===== src/rtl/sel_mux_reg_if.sv =====
// Handshake bundle between the requesters/consumer and sel_mux_reg.
// Signal names follow the block's established port names.
interface sel_mux_reg_if #(
    parameter int unsigned WIDTH = 8,
    parameter int unsigned N     = 4
);
    localparam int unsigned SELW = $clog2(N);

    logic                 Mode;
    logic [SELW-1:0]      Sel;
    logic [N*WIDTH-1:0]   InData;
    logic [N-1:0]         InValid;
    logic [N-1:0]         InReady;
    logic [WIDTH-1:0]     Out;
    logic [SELW-1:0]      OutSrc;
    logic                 OutValid;
    logic                 OutReady;

    // Driver side: requesters plus the output consumer
    modport master (
        output Mode, Sel, InData, InValid, OutReady,
        input  InReady, Out, OutSrc, OutValid
    );

    // Selector side
    modport slave (
        input  Mode, Sel, InData, InValid, OutReady,
        output InReady, Out, OutSrc, OutValid
    );
endinterface


===== src/rtl/sel_mux_reg.sv =====
// N-input selector with a one-entry registered output, valid/ready on both sides,
// and a fixed-select or round-robin grant. Grant is combinational; data path is registered.
module sel_mux_reg #(
    parameter int unsigned WIDTH = 8,
    parameter int unsigned N     = 4
) (
    input  logic          Clk,
    input  logic          Reset,
    sel_mux_reg_if.slave  bus
);
    localparam int unsigned SELW = $clog2(N);

    logic [WIDTH-1:0] out_q,       out_d;
    logic [SELW-1:0]  out_src_q,   out_src_d;
    logic             out_valid_q, out_valid_d;
    logic [SELW-1:0]  ptr_q,       ptr_d;

    logic             space_c;
    logic [SELW-1:0]  rr_grant_c;
    logic             rr_found_c;
    logic [SELW-1:0]  grant_c;
    logic             grant_ok_c;
    logic [N-1:0]     in_ready_c;
    logic             accept_c;
    logic [WIDTH-1:0] sel_data_c;

    assign space_c = !out_valid_q || bus.OutReady;

    // Round-robin scan starting at ptr_q, wrapping modulo N
    always_comb begin
        rr_found_c = 1'b0;
        rr_grant_c = '0;
        for (int unsigned k = 0; k < N; k++) begin
            logic [SELW:0]   sum;
            logic [SELW-1:0] idx;
            sum = {1'b0, ptr_q} + (SELW+1)'(k);
            if (sum >= (SELW+1)'(N)) begin
                sum = sum - (SELW+1)'(N);
            end
            idx = SELW'(sum);
            if (!rr_found_c && bus.InValid[idx]) begin
                rr_found_c = 1'b1;
                rr_grant_c = idx;
            end
        end
    end

    always_comb begin
        grant_c    = '0;
        grant_ok_c = 1'b0;
        if (bus.Mode) begin
            grant_c    = rr_grant_c;
            grant_ok_c = rr_found_c;
        end else begin
            grant_c    = bus.Sel;
            grant_ok_c = (32'(bus.Sel) < N);
        end
    end

    // Reset blocks acceptance so a pulsed reset never swallows an input
    always_comb begin
        in_ready_c = '0;
        if (!Reset && space_c && grant_ok_c) begin
            in_ready_c = N'(1) << grant_c;
        end
    end

    assign accept_c = |(bus.InValid & in_ready_c);

    always_comb begin
        sel_data_c = '0;
        for (int unsigned i = 0; i < N; i++) begin
            if (SELW'(i) == grant_c) begin
                sel_data_c = bus.InData[i*WIDTH +: WIDTH];
            end
        end
    end

    // Next-state: accept overrides pop, giving one item per cycle
    always_comb begin
        out_d       = out_q;
        out_src_d   = out_src_q;
        out_valid_d = out_valid_q;
        ptr_d       = ptr_q;
        if (accept_c) begin
            out_d       = sel_data_c;
            out_src_d   = grant_c;
            out_valid_d = 1'b1;
            if (bus.Mode) begin
                ptr_d = (grant_c == SELW'(N-1)) ? '0 : grant_c + SELW'(1);
            end
        end else if (bus.OutReady) begin
            out_valid_d = 1'b0;
        end
    end

    always_ff @(posedge Clk) begin
        if (Reset) begin
            out_q       <= '0;
            out_src_q   <= '0;
            out_valid_q <= 1'b0;
            ptr_q       <= '0;
        end else begin
            out_q       <= out_d;
            out_src_q   <= out_src_d;
            out_valid_q <= out_valid_d;
            ptr_q       <= ptr_d;
        end
    end

    assign bus.InReady  = in_ready_c;
    assign bus.Out      = out_q;
    assign bus.OutSrc   = out_src_q;
    assign bus.OutValid = out_valid_q;
endmodule

===== src/flat_wrapper.sv =====
// flat-port wrapper written by rule: the top's interface ports become plain ports
module sel_mux_reg_flat 
#(
    parameter int unsigned WIDTH = 8,
    parameter int unsigned N     = 4
)
  (Clk, Reset, bus_Mode, bus_Sel, bus_InData, bus_InValid, bus_OutReady, bus_InReady, bus_Out, bus_OutSrc, bus_OutValid);
  sel_mux_reg_if #(.WIDTH(WIDTH), .N(N)) bus_i ();
  input  logic Clk;
  input  logic Reset;
  input wire logic [$bits(bus_i.Mode)-1:0] bus_Mode;
  input wire logic [$bits(bus_i.Sel)-1:0] bus_Sel;
  input wire logic [$bits(bus_i.InData)-1:0] bus_InData;
  input wire logic [$bits(bus_i.InValid)-1:0] bus_InValid;
  input wire logic [$bits(bus_i.OutReady)-1:0] bus_OutReady;
  output wire logic [$bits(bus_i.InReady)-1:0] bus_InReady;
  output wire logic [$bits(bus_i.Out)-1:0] bus_Out;
  output wire logic [$bits(bus_i.OutSrc)-1:0] bus_OutSrc;
  output wire logic [$bits(bus_i.OutValid)-1:0] bus_OutValid;
  assign bus_i.Mode = bus_Mode;
  assign bus_i.Sel = bus_Sel;
  assign bus_i.InData = bus_InData;
  assign bus_i.InValid = bus_InValid;
  assign bus_i.OutReady = bus_OutReady;
  assign bus_InReady = bus_i.InReady;
  assign bus_Out = bus_i.Out;
  assign bus_OutSrc = bus_i.OutSrc;
  assign bus_OutValid = bus_i.OutValid;
  sel_mux_reg #(.WIDTH(WIDTH), .N(N)) u_core (.Clk(Clk), .Reset(Reset), .bus(bus_i));
endmodule

===== config.mk =====
export PLATFORM = sky130hd
export DESIGN_NAME = sel_mux_reg_flat
export DESIGN_NICKNAME = d
export VERILOG_FILES = /design/src/rtl/sel_mux_reg_if.sv /design/src/rtl/sel_mux_reg.sv /design/src/flat_wrapper.sv
export SDC_FILE = /design/constraint.sdc
export NUM_CORES = 1
export LEC_CHECK = 0
export ABC_AREA = 1
export BUFFER_PORTS_ARGS = -buffer_cell sky130_fd_sc_hd__buf_4
export CORE_MARGIN = 8
export CORE_UTILIZATION = 43
export CTS_BUF_LIST = sky130_fd_sc_hd__clkbuf_4
export CTS_CLUSTER_SIZE = 30
export DETAILED_ROUTE_END_ITERATION = 8
export PLACE_DENSITY = 0.76
export SLEW_MARGIN = 20
export SYNTH_ARGS = -nofsm -noshare
export SYNTH_HDL_FRONTEND = slang
export SYNTH_SLANG_ARGS = --single-unit

===== constraint.sdc =====
create_clock -name Clk -period 2.8 [get_ports Clk]
set_input_delay 0.56 -clock Clk [delete_from_list [all_inputs] [get_ports Clk]]
set_output_delay 0.56 -clock Clk [all_outputs]
set_load 0.02 [all_outputs]

==> metrics <==
ratio of final minimum period to clock period=101%; Worst Setup Path Type=reg2out; slew at the pin closest to its max-slew limit=441 ps; crit path setup slack, layout=-21.1 ps; most numerous cell in the Yosys netlist=nand2_1; violation count after the first detailed-routing iteration=122; Placement Rows=19; clock tree sinks=13; Area Overhead vs Synth=66.8%; DP Wirelength=3.01 mm; clock root cell=clkbuf_4; effective utilization at floorplan=43.8%; Worst Reg-to-Reg Cells=16; Max clock buf depth=2; clock tree from TritonCTS=yes; first-pass iteration count of the detailed router=4; clock buffers created by TritonCTS=3; IR drop worst, VDD=472 uV; area inside the core boundary=2690 um^2; initial antenna violation count=0; wire length per cell after detailed routing=13.6 um; drt drc=0; cell count of the worst hold path=2; post-synthesis sequential element count=13; type of origin of the critical path=flop; Die W=68.3 um; critical path required time=2240 ps; peak fanout along the critical path=7; I/O Buffers=56; die boundary height=68.3 um; portion of the post-synthesis area used by sequential elements=22.1%; hold violation total from the final report=0; Boundary Pins=57; Static Leak=0.945 nW; H-tree level count=1; shortest period the worst path allows=2820 ps; failing checks=setup timing; total power of the final layout=1.14 mW; dominant cells by area after synthesis=dfxtp_1 22%, nand2_1 13%, nor2_1 9.6%; average instance area after synthesis=6.03 um^2; maximum achievable frequency=354 MHz; fin util=73.0%; Post-DP Area=1720 um^2; Mapped Cells=195; portion of synthesized cell area occupied by the leading cell type=22.1%; number of buffers added to fix hold violations after cts=0; hold crit path type=in2reg; areal power density over the cells=582 nW/um^2; first-pass GRT wire length=5.93 mm; Final setup violation count=3; Post-Route Hold Slack=453 ps; count of nets after finishing=311; aggregate global routing overflow=0; vias in the first global route=1425; post-synthesis async set-or-reset flop share=0%; outcome=finished, violations left; Detail Route Antenna Nets=0; synthesized area=1180 um^2; synth unique cells=27; Placed Instances=288; total inserted antenna cells=0; Layout Cells excl Fill=295; fraction of final layout cells sized beyond drive strength 1=48.1%; RSZ-0062 raised after global routing=yes; Commonest cells post-synth=41 x nand2_1, 30 x nor2_1, 19 x o21ai_0; final count of pins violating max slew=0; top cell type by total area after synthesis=dfxtp_1; relative slew slack=70.6%; arrival time worst endpoint=2260 ps; DR vias/cell=5.01; ys flop type=dfxtp_1; max-cap check violation count=0; routability cong.=0.941; crit end category=output port; Synthesis Warnings=0; clk_skew=3.15 ps; clk slew on worst S/H paths=70 ps; insertion delay to the later sink of the worst-skew pair=270 ps; DIE AREA=4660 um^2; overall routed net length=4.02 mm; Overall Global Routing Usage=15.9%; maximum number of pins on one net before global-route repair=17; filler cell count=220; Post-Synthesis Net Count=241; Post-synth EDFFs=0; routed via count=1477; Final Cell Area=1960 um^2
cell usage in the layout (no fill, tap or decap), types with 4 or more instances in the layout:
master	Yosys	layout
nand2_1	41	35
dfxtp_1	13	11
buf_4	0	69
nor2_1	30	26
ha_4	0	4
a21oi_1	10	9
inv_1	16	14
nand3_1	15	12
nor2_4	2	4
o21ai_1	9	10
nand4_1	4	4
o21ai_0	19	15
nand2_2	12	15
clkbuf_4	0	4
per-layer routing:
layer | vias to the layer above | track usage (%) | share of wire [%]
li1 | 768 | - | -
met1 | 652 | 21.2 | 42
met2 | 51 | 25.0 | 51
met3 | 6 | 1.64 | 5.7
met4 | 0 | 7.93 | 1.4
met5 | - | 0 | 0
state kept, by name (all words and copies together), names as in the netlist:
name / flops
u_core.bus.Out: 8
u_core.bus.OutSrc: 2
u_core.bus.OutValid: 1
u_core.ptr_q: 2
critical path: stages (launching register included):
cell and delay, ps:
dfxtp_4 360, buf_12 140, inv_8 70, nand2_2 60, and2_4 150, nor4_2 360
nor3_4 90, o21ai_4 240, inv_2 100, ha_4 190, clkinv_4 70, nor2_4 40
buf_6 130
area by class of cell:
| type | instances | area [um^2] | area share [%] |
|---|---|---|---|
| inverter | 19 | 83.8 | 4.27 |
| clock buffer | 4 | 30.0 | 1.53 |
| timing repair buffer | 74 | 606 | 30.9 |
| multi-input combinational | 154 | 936 | 47.7 |
| tap | 31 | 38.8 | 1.98 |
| sequential | 13 | 268 | 13.6 |
final timing paths:
| kind | start | slack [ps] | endpoint |
|---|---|---|---|
| worst max-delay path | u_core.ptr_q[0]$_SDFFE_PP0P_ | -20 | bus_InReady[1] |
| worst min-delay path | Reset | 450 | u_core.bus.OutValid$_SDFFE_PP0P_ |
| worst max register to register | u_core.ptr_q[0]$_SDFFE_PP0P_ | 150 | u_core.bus.Out[7]$_SDFFE_PP0P_ |
| worst min register to register | u_core.bus.Out[7]$_SDFFE_PP0P_ | 490 | u_core.bus.Out[7]$_SDFFE_PP0P_ |
power breakdown:
group	total [mW]	switching, mW	internal, mW
logic	0.772	0.429	0.343
clock network	0.120	0.0550	0.0648
registers	0.250	0.0261	0.224
total	1.14	0.510	0.633
cells by family after synthesis:
kind of cell | share of synthesized area, %
and+or+nand+nor | 43.0
buffers and inverters | 11.7
AOI/OAI and AO/OA | 18.9
adders and majority gates | 4.26
DFF | 22.1
repair_timing:
| action | 4_1_cts | 5_1_grt |
|---|---|---|
| pin swaps | 4 | 15 |
| endpoints found under the setup margin | 4 | 7 |
| resized for setup | 16 | 28 |
| buffers inserted | 2 | 0 |
| cloned | 0 | 1 |
stage by stage:
stage	setup slack [ps]	TNS, ps
after floorplan	31.9	0
after global placement	13.1	0
after detailed placement	-80.3	-195
after CTS	-4.45	-4.45
after global routing	-142	-571
final	-21.1	-34.4
No activity file was read; power rests on OpenSTA's default activity.
